===== config.mk =====
export PLATFORM = sky130hd
export DESIGN_NAME = boundary_scan_register
export DESIGN_NICKNAME = d
export VERILOG_FILES = /design/src/rtl/bsr_pkg.sv /design/src/rtl/bsr_cell.sv /design/src/rtl/boundary_scan_register.sv
export SDC_FILE = /design/constraint.sdc
export NUM_CORES = 1
export LEC_CHECK = 0
export BUFFER_PORTS_ARGS = -buffer_cell sky130_fd_sc_hd__buf_2
export CELL_PAD_IN_SITES_DETAIL_PLACEMENT = 2
export CELL_PAD_IN_SITES_GLOBAL_PLACEMENT = 2
export CORE_UTILIZATION = 30
export DETAILED_ROUTE_END_ITERATION = 7
export PLACE_DENSITY_LB_ADDON = 0.1
export SLEW_MARGIN = 40
export SYNTH_ARGS = -nofsm -noshare
export SYNTH_HDL_FRONTEND = slang
export SYNTH_SLANG_ARGS = --single-unit

===== constraint.sdc =====
create_clock -name TCK -period 1.4 [get_ports TCK]
set_input_delay 0.28 -clock TCK [delete_from_list [all_inputs] [get_ports TCK]]
set_output_delay 0.28 -clock TCK [all_outputs]
set_load 0.005 [all_outputs]

===== src/rtl/bsr_pkg.sv =====
// Shared types for the boundary-scan register: operating modes and
// mode-classification helpers used by both the top and the bench.
package bsr_pkg;

  typedef enum logic [1:0] {
    BYPASS         = 2'd0,
    SAMPLE_PRELOAD = 2'd1,
    EXTEST         = 2'd2,
    CLAMP          = 2'd3
  } bsr_mode_t;

  // Modes in which the WIDTH-bit cell chain sits between TDI and TDO.
  function automatic logic chain_sel(input bsr_mode_t m);
    return (m == SAMPLE_PRELOAD) || (m == EXTEST);
  endfunction

  // Modes in which the pins are driven from the update register.
  function automatic logic pins_from_ur(input bsr_mode_t m);
    return (m == EXTEST) || (m == CLAMP);
  endfunction

endpackage


===== src/rtl/bsr_cell.sv =====
// One boundary cell: capture/shift stage plus update latch.
// Capture beats shift; update always takes the pre-edge shift value.
module bsr_cell (
  input  logic TCK,
  input  logic TRST_N,
  input  logic capture,
  input  logic shift,
  input  logic update,
  input  logic pin,
  input  logic shift_in,
  output logic sr_q,
  output logic ur_q
);

  always_ff @(posedge TCK or negedge TRST_N) begin
    if (!TRST_N) begin
      sr_q <= 1'b0;
      ur_q <= 1'b0;
    end else begin
      if (capture)    sr_q <= pin;
      else if (shift) sr_q <= shift_in;
      if (update)     ur_q <= sr_q;
    end
  end

endmodule


===== src/rtl/boundary_scan_register.sv =====
// Boundary-scan data register: WIDTH cells, bypass bit, shift counter that
// tracks whether the chain was fully loaded, and a sticky early-update flag.
module boundary_scan_register
  import bsr_pkg::*;
#(
  parameter int WIDTH = 8
) (
  input  logic             TCK,
  input  logic             TRST_N,
  input  logic [WIDTH-1:0] data_in,
  output logic [WIDTH-1:0] data_out,
  input  logic             scan_in,
  output logic             scan_out,
  input  logic             CaptureDR,
  input  logic             ShiftDR,
  input  logic             UpdateDR,
  input  bsr_mode_t        mode,
  output logic             chain_loaded,
  output logic             update_err
);

  localparam int CW = $clog2(WIDTH + 1);
  localparam logic [CW-1:0] FULL = CW'(WIDTH);

  logic [WIDTH-1:0] sr, ur;
  logic [WIDTH:0]   chain_vec;
  logic [CW-1:0]    cnt;
  logic             byp, in_chain;

  assign in_chain  = chain_sel(mode);
  // Cell i shifts from cell i+1; the top cell takes scan_in.
  assign chain_vec = {scan_in, sr};

  for (genvar i = 0; i < WIDTH; i++) begin : g_cell
    bsr_cell u_cell (
      .TCK      (TCK),
      .TRST_N   (TRST_N),
      .capture  (CaptureDR & in_chain),
      .shift    (ShiftDR & in_chain),
      .update   (UpdateDR & in_chain),
      .pin      (data_in[i]),
      .shift_in (chain_vec[i+1]),
      .sr_q     (sr[i]),
      .ur_q     (ur[i])
    );
  end

  always_ff @(posedge TCK or negedge TRST_N) begin
    if (!TRST_N) begin
      byp        <= 1'b0;
      cnt        <= '0;
      update_err <= 1'b0;
    end else begin
      if (CaptureDR) begin
        cnt        <= '0;
        update_err <= 1'b0;
        if (!in_chain) byp <= 1'b0;
      end else begin
        if (ShiftDR && in_chain && cnt != FULL) cnt <= cnt + 1'b1;
        if (ShiftDR && !in_chain)               byp <= scan_in;
        // Early-update check uses the counter value from before this edge.
        if (UpdateDR && in_chain && cnt != FULL) update_err <= 1'b1;
      end
    end
  end

  assign chain_loaded = (cnt == FULL);
  assign scan_out     = in_chain ? sr[0] : byp;
  assign data_out     = pins_from_ur(mode) ? ur : data_in;

endmodule


* After elaboration in Yosys (flattened, before gate mapping)
Index checks and enable logic that the tools add are counted.
** Cells by class
- Add/subtract/negate cells :: 1
- Equality and inequality tests :: 6
- Muxes and demuxes :: 25
- Bitwise operators :: 3
- Reductions and logical operators :: 13
** Operator list (count)
- $mux 1 :: 22
- $mux 4 :: 2
- $mux 8 :: 1
- $reduce_bool 2->1 :: 4
- $logic_and 1x1->1 :: 5
- $add 4x1->4 const B :: 1
- $eq 2x2->1 const B :: 2
- $eq 4x4->1 const B :: 1
- $ne 4x4->1 const B :: 1
- $and 1x1->1 :: 3
- $eq 2x1->1 const B :: 1
- $logic_or 1x1->1 :: 2
- $ne 2x2->1 const B :: 1
- $reduce_and 2->1 :: 1
- $logic_not 1->1 :: 1
** Storage, ports and cells
- Flip-flop bits (word level) :: 22
- Output and inout bits :: 11

* Depth between registers and ports, before layout
Gate-level depths: netlist of the first run.
- Word-level depth :: 6
- Depth in mapped cells :: 6
- Depth with buffers taken out :: 5

* By module
Synthesis of the first run repeated with hierarchy kept, for this count alone.
** Unflattened totals
- Cells, all modules :: 97
- Area, all modules :: 1152.4 um2
** Modules (own cells, without submodules)
- bsr_cell :: instances 8, cells each 6, area each 83.8 um2, seq. area each 50.0 um2
- boundary_scan_register :: instances 1, cells each 49, area each 481.7 um2, seq. area each 150.1 um2

* Worst setup path before layout of the first run
No wires, ideal clock.
- Path kind :: input-to-output
- From :: input mode[0]
- To :: output scan_out
- Arrival :: 1.193 ns
- Required time :: 1.120 ns
- Path slack :: -0.073 ns
- Cell stages on the path :: 4
- Path buffers :: 1
- Cell sequence :: inv_1 ha_1 buf_2 mux2_2
** On the way
- Word-level cells in the longest chain between the ends :: 3
- Elaborated cells between the ends (all ways) :: 4
- Classes of those cells :: 2 x eq/ne; 1 x mux; 1 x reduce/logical
** Ends and longest elaborated chain
- start: declaration :: RTL line boundary_scan_register.sv:17 : input bsr_mode_t mode,
- $eq 2x1->1 / $eq 2x2->1 (equally long branches) :: RTL line bsr_pkg.sv:14 : return (m == SAMPLE_PRELOAD) || (m == EXTEST);
- $logic_or 1x1->1 (*) :: RTL line bsr_pkg.sv:14
- $mux 1 (*) :: RTL line boundary_scan_register.sv:68 : assign scan_out = in_chain ? sr[0] : byp;
- end: declaration :: RTL line boundary_scan_register.sv:13 : output logic scan_out,
Every way passes the cells marked *; elsewhere a longest branch is shown, timed or not.

* Final worst setup path of the first run
- From :: input mode[0]
- To :: output data_out[3]
** On the way
- Word-level cells in the longest chain between the ends :: 3
- Elaborated cells between the ends (all ways) :: 4
- Classes of those cells :: 2 x eq/ne; 1 x mux; 1 x reduce/logical
** Ends and longest elaborated chain
- $eq 2x2->1 :: RTL line bsr_pkg.sv:19 : return (m == EXTEST) || (m == CLAMP);
- $logic_or 1x1->1 (*) :: RTL line bsr_pkg.sv:19
- $mux 8 (*) :: RTL line boundary_scan_register.sv:69 : assign data_out = pins_from_ur(mode) ? ur : data_in;
- end: declaration :: RTL line boundary_scan_register.sv:11 : output logic [WIDTH-1:0] data_out,
Marked as above.

==> flow_summary_export.csv, run 1 <==
group,metric,value,unit
sta,period_share,108.6,%
placement,dp_hpwl,2347,um
die,core,3771,um2
die,die_x,65.54,um
finish,areaGrowthSynthToFinish,41.94,%
flow_run,drv_cap,0,
critical_path,cp.arrival,1.24,ns
clocking,cts_sinks,22,
yosys,synth_fa_ha_area_share,4.132,%
yosys,yosys.area_share.simple,12.91,%
sta,timing.final.ws_setup,-0.1204,ns
yosys,yosys_warnings,0,
sta,finClkSkew,0.0007939,ns
critical_path,critical_path_class,"primary input to output port",
yosys,synth-seq-area-share,45.45,%
finish,nFillCells,395,
clocking,htree_levels,1,
grt,grtUsageTotal,17.51,%
finish,nets,174,
yosys,syn_avg_cell_area,10.91,um2
sta,fin_crit,1.520,ns
critical_path,required,1.12,ns
critical_path,start_kind,"primary input",
die,floorplan.initialDensity,32.12,%
grt,grt_pass1_vias,1107,
yosys,synthXorXnorAreaFrac,0,%
sta,worst_pin_slew,0.5210,ns
sta,maxClockFrequency,657.7,MHz
status,violations,"negative hold slack, negative setup slack",
pwr,ir_drop,599.6,uV
yosys,synth_seq_cells,22,
critical_path,reg2reg_from,"cnt[0]$_DFFE_PN0P_",
critical_path,rr_worst_depth,6,
clocking,clk_latency,0.26,ns
sta,finalSetupViolCount,9,
finish,diodes,0,
sta,slew_violations,0,
drt,ant_nets,0,
clocking,cts_inserted_buffers,3,
pwr,cellPowerDensity,1172,nW/um2
placement,gp_congestion,0.6786,
die,dieArea,4295,um2
status,outcome,"complete, but fails checks",
clocking,clk_pin_slew,0.09,ns
clocking,cts_tree,"yes",
yosys,synth_compound_area_share,15.19,%
finish,fin_util,45.59,%
die,fp.dieH,65.54,um
yosys,synth_top_area_share,45.45,%
yosys,syn_inst,111,
drt,wl_per_cell,17.51,um
sta,worst_hold_slack,-0.01836,ns
hold_path,hold_path_class,"primary input to async pin",
grt,grt_start_max_net_pins,23,
sta,hold_viol,22,
placement,io_buffers,26,
grt,grt_pass1_wl,5602,um
placement,dp_slack,-0.3275,ns
critical_path,r2r-end,"cnt[1]$_DFFE_PN0P_",
die,row_count,22,
drt,dr_total_vias,1018,
critical_path,endpoint_kind,"output port",
clocking,cts-root-buf,"clkbuf_8",
finish,drive_gt1_share,49.67,%
yosys,synth_top_cell_by_area,"dfrtp_1",
yosys,synth_cell_types,28,
yosys,synthMuxAreaShare,16.74,%
die,ios,27,
yosys,synth_nets,131,
drt,drc,0,
sta,rsz0062_at_grt,"true",
yosys,synth_top_family_by_area,"multiplexers",
critical_path,ff2ff_setup_slack,0.02,ns
drt,vias_per_cell,5.065,
yosys,syn_area,1211,um2
grt,antenna_found_initial,0,
grt,grt_overflow,0,
sta,relSlewSlack,65.27,%
critical_path,crit_path_max_fanout,8,
drt,drt-initial-drc-count,23,
yosys,synth_area_leaders,"dfrtp_1 (45%), mux2_2 (16%), nor2b_1 (5.2%)",
placement,place_area,1468,um2
pwr,p_leak,0.8048,nW
drt,routed_wl,3519,um
finish,final_area,1719,um2
drt,drt_first_pass_iters,3,
clocking,cts_buffer_depth,2,
==> final cells by class <==
cell class	count	area, um2	share of cell area, %
clock buffer	4	55.05	3.202
multi-input combinational	77	666.9	38.79
tap	48	60.06	3.493
timing repair buffer	45	365.4	21.25
inverter	5	21.27	1.237
sequential	22	550.5	32.02
==> state kept, by name (all words and copies together) (netlist names) <==
signal	cells
g_cell.u_cell.sr_q	8
g_cell.u_cell.ur_q	8
cnt	4
update_err	1
byp	1
==> through the flow <==
stage / TNS, ns / power, mW / std cells / hold WS (ns)
2_1_floorplan: 0 / 1.185 / 111 / -0.01559
3_3_place_gp: -4.346 / 1.374 / 190 / 0.2936
3_5_place_dp: -5.405 / 1.413 / 190 / 0.2902
4_1_cts: -1.011 / 2.005 / 196 / 0.01217
5_1_grt: -1.428 / 2.137 / 201 / 0.01162
6_report: -1.015 / 2.015 / 201 / -0.01836
==> synth_stat cells <==
library cell  instances
inv_1                 5
nor2_1                3
buf_6                 2
mux2_2               17
nor2_2                1
o31ai_1               1
o21ai_1               2
o21a_1                1
nor2b_1              10
mux2_1                1
nand3_1               2
nand3b_1              2
and2_1                1
nor2b_2               1
buf_4                 1
a22oi_1               7
nand4b_1              2
a21bo_2               1
a21oi_1              10
clkbuf_1              1
o22ai_1               1
ha_1                  4
buf_2                 3
o21ai_0               6
nand4_1               1
nand2b_1              2
a221o_1               1
dfrtp_1              22
==> critical path, cell delays in order <==
cell,delay [ns]
buf_8,0.10
ha_4,0.15
nor2_4,0.12
buf_12,0.15
mux2_4,0.31
buf_6,0.12
==> where the power goes <==
part | switching, mW | internal [mW]
Combinational | 0.245 | 0.417
Clock | 0.219 | 0.251
Sequential | 0.105 | 0.779
Total | 0.569 | 1.45
==> cell usage in the layout, fill, tap and decap left out <==
cell and n:
nor2_4 1, o21a_1 1, o22ai_1 1, nand3_1 2
buf_6 10, o31ai_2 1, mux2_4 9, buf_8 2
inv_4 1, clkbuf_8 4, mux2_1 1, ha_1 2
o21ai_1 3, buf_2 15, buf_4 17, nand4_1 1
nor2_1 3, nand4b_1 2, nand2b_1 2, ha_4 2
buf_12 1, a221o_1 1, nor2b_2 2, nand3b_1 2
and2_4 1, inv_1 3, o21ai_0 5, a22oi_1 7
inv_2 1, nor2b_1 9, a21bo_2 1, dfrtp_1 22
a21oi_1 10, mux2_2 8
==> what timing repair did <==
| action | in CTS | in global routing |
|---|---|---|
| gates resized for setup | 29 | 6 |
| setup endpoints to repair | 18 | 12 |
| hold buffers | 0 | 0 |
| pin swaps | 2 | 1 |
| buffers inserted | 2 | 5 |
==> routing by layer <==
layer	GRT usage [%]	vias to the layer above	part of all wire [%]	wire length, um
met5	0	-	0	0
met1	22.68	525	46	1613
met3	3.299	2	2.2	78
met4	3.261	0	0.48	17
met2	30.28	13	51	1809
li1	-	478	-	-
==> cells by family (layout without fill, tap and decap cells) <==
logic type	after synthesis	count (layout)
buffers and inverters	12	54
DFF	22	22
and+or+nand+nor	25	25
AOI/OAI and AO/OA	30	30
adders and majority gates	4	4
muxes	18	18
==> worst max-delay path by stage <==
stage | from | endpoint | slack [ns] | cells past startpoint
after floorplan | mode[0] | data_out[0] | 0.002 | 4
after global placement | mode[0] | g_cell[5].u_cell.sr_q$_DFFE_PN0P_ | -0.23 | 6
after detailed placement | mode[0] | g_cell[4].u_cell.sr_q$_DFFE_PN0P_ | -0.33 | 6
after CTS | mode[1] | data_out[3] | -0.12 | 6
after global routing | cnt[0]$_DFFE_PN0P_ | chain_loaded | -0.19 | 5
final | mode[0] | data_out[3] | -0.12 | 6
Power figures use the tool's default switching activity.
==> run 2: changes to the inputs <==
- CORE_UTILIZATION: 30 -> 32
- CTS_BUF_LIST: default -> sky130_fd_sc_hd__clkbuf_8
==> run 2 against run 1 <==
Compared with the run above: the flow finishes with violations (negative setup slack); register-to-register slack hardly changed; cell area rose by 2.4%; critical path depth grew 1; die area decreased by 6.1%; via count increased by 2.0%; power grew 8.4%; combinational power is 3% higher; routed wire length is 3.0% higher; largest cell class unchanged; highest routed layer unchanged.
==> flow_summary_export.csv, run 2 (synthesized netlist as in run 1, its figures left out) <==
group,metric,value,unit
drt,drt-initial-drc-count,20,
die,row_count,21,
pwr,ir_drop,568.3,uV
placement,gp_congestion,0.7248,
critical_path,crit_start,"mode[0]",
grt,grt_pass1_wl,6065,um
die,dieArea,4035,um2
placement,dp_hpwl,2421,um
pwr,p_total,2.184,mW
grt,grt_start_max_net_pins,23,
grt,grt_overflow,0,
sta,finClkSkew,0.002040,ns
die,floorplan.initialDensity,34.92,%
hold_path,hold_start,"data_in[5]",
drt,vias_per_cell,5.164,
grt,grtUsageTotal,19.56,%
sta,slew_violations,0,
sta,finalSetupViolCount,9,
finish,drive_gt1_share,50.32,%
drt,dr_total_vias,1038,
sta,period_share,109.2,%
grt,grt_pass1_vias,1184,
critical_path,critPathMaxStageDelay,0.31,ns
clocking,cts-root-buf,"clkbuf_8",
sta,timing.final.ws_setup,-0.1292,ns
critical_path,critical_path_class,"primary input to output port",
drt,ant_nets,0,
grt,antenna_found_initial,0,
clocking,cts_inserted_buffers,3,
flow_run,drv_cap,0,
sta,hold_viol,0,
pwr,cellPowerDensity,1240,nW/um2
critical_path,crit_path_max_fanout,8,
status,outcome,"complete, but fails checks",
critical_path,reg2reg_from,"cnt[1]$_DFFE_PN0P_",
clocking,htree_levels,1,
die,die_x,63.52,um
drt,routed_wl,3625,um
critical_path,start_kind,"primary input",
critical_path,endpoint_kind,"output port",
clocking,cts_sinks,22,
drt,wl_per_cell,18.03,um
placement,place_inst,188,
die,ios,27,
clocking,clk_pin_slew,0.09,ns
clocking,cts_tree,"yes",
finish,final_cells,201,
sta,worst_pin_slew,0.5140,ns
critical_path,critPathSlowestCell,"mux2_4",
critical_path,crit_family,"buffers and inverters",
clocking,clk_latency,0.27,ns
finish,diodes,0,
critical_path,cp_cell_sequence,"buf_8 -> inv_4 -> ha_4 -> nor2_4 -> buf_12 -> mux2_4 -> buf_6",
die,core,3468,um2
pwr,p_leak,0.8194,nW
finish,reg_top3,"g_cell.u_cell.sr_q: 8 flops, g_cell.u_cell.ur_q: 8 flops, cnt: 4 flops",
critical_path,required,1.12,ns
critical_path,critPathBufInv,4,
sta,maxClockFrequency,653.9,MHz
placement,io_buffers,26,
sta,relSlewSlack,65.73,%
sta,rsz0062_at_grt,"true",
drt,drc,0,
finish,nFillCells,366,
die,fp.dieH,63.52,um
finish,areaGrowthSynthToFinish,45.35,%
status,violations,"negative setup slack",
critical_path,cp.arrival,1.25,ns
clocking,cts_buffer_depth,2,
sta,tns,-1.013,ns
sta,fin_crit,1.529,ns
finish,layout_common_cells,"dfrtp_1 (22), buf_4 (18), buf_2 (15)",
finish,final_common_cell,"dfrtp_1",
hold_path,hold_path_class,"primary input to flop",
drt,drt_first_pass_iters,4,
finish,nets,176,
==> run 2: cell types whose count changed in the layout (fill, tap and decap cells not counted), sizes merged <==
cell	previous run	this run
buf	45	46
bufinv	0	1
clkbuf	4	3
dlygate4sd3	0	1
==> run 2: where the power goes <==
| group | total [mW] | leakage [nW] | internal, mW | switching, mW |
|---|---|---|---|---|
| clock network | 0.617 | 0.0357 | 0.383 | 0.235 |
| registers | 0.888 | 0.277 | 0.779 | 0.110 |
| logic | 0.678 | 0.507 | 0.423 | 0.255 |
==> run 2: metal layers <==
| layer | vias to the layer above | GRT usage (%) | share of wire (%) |
|---|---|---|---|
| met1 | 524 | 23.60 | 44 |
| li1 | 483 | - | - |
| met2 | 29 | 36.97 | 53 |
| met5 | - | 0 | 0 |
| met4 | 0 | 3.409 | 0.55 |
| met3 | 2 | 2.174 | 3.1 |
==> run 2: final timing paths <==
kind / end / slack [ns] / cells after the start
min reg2reg: update_err$_DFFE_PN0P_ / 0.52 / 2
min in group asynchronous: cnt[3]$_DFFE_PN0P_ / 0.50 / 2
max: data_out[6] / -0.13 / 7
max in group asynchronous: g_cell[2].u_cell.sr_q$_DFFE_PN0P_ / 0.55 / 2
min: g_cell[5].u_cell.sr_q$_DFFE_PN0P_ / 0.27 / 3
max reg2reg: cnt[1]$_DFFE_PN0P_ / 0.03 / 7
==> run 2: final cells by class <==
type / instances / area, um2 / share of cell area, %
Tap cell: 46 / 57.56 / 3.269
Clock inverter: 1 / 30.03 / 1.706
Timing Repair Buffer: 47 / 382.9 / 21.75
Inverter: 5 / 21.27 / 1.208
Multi-Input combinational cell: 77 / 676.9 / 38.45
Sequential cell: 22 / 550.5 / 31.27
Clock buffer: 3 / 41.29 / 2.345
==> run 2: metrics by stage <==
step	utilization [%]	setup slack [ns]	hold slack, ns	cell area (um2)
3_3_place_gp	42.24	-0.1888	0.2937	1465
4_1_cts	49.60	-0.1213	0.2598	1720
6_report	50.76	-0.1292	0.2656	1760
2_1_floorplan	-	0.001754	-0.01559	1226
3_5_place_dp	42.24	-0.2376	0.2919	1465
5_1_grt	50.76	-0.1564	0.2740	1760
==> run 2: worst register-to-register path, stage by stage, from the launching register on <==
cell      delay, ns
dfrtp_1        0.40
inv_2          0.08
ha_4           0.12
nand3b_1       0.11
buf_4          0.16
buf_6          0.12
and2_4         0.14
o31ai_2        0.16
==> run 2: repair_timing <==
action,4_1_cts,5_1_grt
hold buffers,1,0
hold endpoints to repair,13,0
endpoints found under the setup margin,11,12
buffers inserted,5,3
pin swaps,2,3
gates resized for setup,31,6
==> run 3: changes to the inputs <==
- CORE_MARGIN: default -> 3
- SLEW_MARGIN: 40 -> default
==> run 3 against run 2 <==
Compared with the run above: the run still ends with negative setup slack left; critical endpoint is now data_out[1]; core utilization fell by 0.74 points; routed wire length rose by 5.6%; global-route usage fell by 1.5 points; critical path depth fell by 1; hold slack got worse by 0.0028 ns; die area rose by 13%; power fell by 7.0%; clock-buffer cell count rose by 1; final cell count fell by 0.50%; non-clock buffer count fell by 1; maximum frequency rose by 0.35%.
==> flow_summary_export.csv, run 3 (synthesized netlist as in run 1, its figures left out) <==
group,metric,value,unit
sta,period_share,108.8,%
finish,final_area,1748,um2
critical_path,endpoint_kind,"output port",
drt,wl_per_cell,19.14,um
clocking,cts_tree,"yes",
sta,timing.final.ws_setup,-0.1238,ns
sta,slew_violations,0,
clocking,htree_levels,1,
sta,fin_crit,1.524,ns
sta,finalSetupViolCount,10,
critical_path,start_kind,"primary input",
sta,tns,-1.100,ns
pwr,p_leak,0.8108,nW
finish,layout_common_cells,"dfrtp_1 (22), buf_2 (16), buf_4 (16), buf_6 (11), a21oi_1 (10)",
finish,diodes,0,
critical_path,critPathMaxStageDelay,0.31,ns
drt,routed_wl,3827,um
grt,grt_start_max_net_pins,23,
grt,grt_pass1_wl,6085,um
drt,drt_first_pass_iters,4,
pwr,ir_drop,588.0,uV
drt,drc,0,
drt,drt-initial-drc-count,26,
finish,nets,175,
finish,drive_gt1_share,51.95,%
clocking,cts-root-buf,"clkbuf_8",
flow_run,drv_cap,0,
placement,dp_slack,-0.2443,ns
grt,grt_pass1_vias,1231,
finish,reg_top3,"g_cell.u_cell.sr_q: 8 flops, g_cell.u_cell.ur_q: 8 flops, cnt: 4 flops",
critical_path,crit_path_max_fanout,8,
grt,antenna_found_initial,0,
grt,grtUsageTotal,18.07,%
sta,finClkSkew,0.001319,ns
clocking,cts_inserted_buffers,3,
status,violations,"negative setup slack",
critical_path,critical_path_class,"primary input to output port",
pwr,cellPowerDensity,1162,nW/um2
drt,ant_nets,0,
hold_path,whs_path_depth,3,
grt,grt_overflow,0,
finish,final_common_cell,"dfrtp_1",
die,row_count,21,
die,core,3495,um2
drt,dr_total_vias,1034,
clocking,clk_latency,0.26,ns
critical_path,critPathSlowestCell,"mux2_4",
sta,rsz0062_at_grt,"true",
sta,maxClockFrequency,656.2,MHz
die,dieArea,4559,um2
sta,relSlewSlack,64.95,%
sta,hold_viol,0,
placement,dp_hpwl,2384,um
finish,fin_util,50.02,%
pwr,p_total,2.031,mW
critical_path,cp.arrival,1.24,ns
critical_path,required,1.12,ns
die,ios,27,
placement,io_buffers,26,
die,fp.dieH,67.52,um
clocking,clk_pin_slew,0.08,ns
clocking,cts_sinks,22,
die,die_x,67.52,um
placement,gp_congestion,0.7038,
hold_path,hold_path_class,"primary input to flop",
sta,worst_pin_slew,0.5258,ns
status,outcome,"complete, but fails checks",
drt,vias_per_cell,5.170,
clocking,cts_buffer_depth,2,
finish,areaGrowthSynthToFinish,44.32,%
critical_path,cp_cell_sequence,"buf_8 -> ha_4 -> nor2_4 -> buf_12 -> mux2_4 -> buf_6",
die,floorplan.initialDensity,34.66,%
placement,place_area,1450,um2
critical_path,rr_worst_depth,7,
run 3: per-layer routing:
metal	up-vias	share of wire, %	GRT usage (%)
met5	-	0	0
met2	22	52	32.20
met1	526	44	21.80
li1	482	-	-
met3	4	3.2	2.829
met4	0	1.1	6.329
run 3: final timing paths:
| kind | end | slack (ns) | startpoint |
|---|---|---|---|
| min in group asynchronous | cnt[3]$_DFFE_PN0P_ | 0.52 | TRST_N |
| max | data_out[1] | -0.12 | mode[1] |
| max reg2reg | cnt[1]$_DFFE_PN0P_ | -0.08 | cnt[0]$_DFFE_PN0P_ |
| min reg2reg | update_err$_DFFE_PN0P_ | 0.51 | update_err$_DFFE_PN0P_ |
| min | g_cell[2].u_cell.sr_q$_DFFE_PN0P_ | 0.26 | data_in[2] |
| max in group asynchronous | g_cell[1].u_cell.sr_q$_DFFE_PN0P_ | 0.53 | TRST_N |
run 3: where the power goes:
group	total [mW]	internal, mW	switching [mW]
clock	0.466	0.251	0.215
combinational	0.674	0.410	0.264
sequential	0.891	0.779	0.112
run 3: worst max-delay path, delay by kind of cell:
family                   cells  cell delay [ns]
buffers and inverters        3             0.37
AND/OR/NAND/NOR              1             0.12
multiplexers                 1             0.31
adder cells (fa/ha/maj)      1             0.15
run 3: timing repair:
item / CTS / global route
resized for setup: 31 / 8
pin swaps: 2 / 4
endpoints found under the hold margin: 22 / 0
setup endpoints to repair: 11 / 20
setup buffers: 4 / 5
hold buffers: 1 / 0
run 3: cell type report:
class	instances	area (um2)
Multi-Input combinational cell	77	696.9
Fill cell	366	1747
Clock buffer	4	55.05
Tap cell	46	57.56
Sequential cell	22	550.5
Inverter	5	18.77
Timing Repair Buffer	46	369.1
run 3: stage by stage:
| stage | hold slack (ns) | std cells |
|---|---|---|
| after global routing | 0.2807 | 200 |
| after CTS | 0.2560 | 195 |
| final | 0.2627 | 200 |
| after global placement | 0.2882 | 186 |
| after detailed placement | 0.2845 | 186 |
| after floorplan | -0.01559 | 111 |
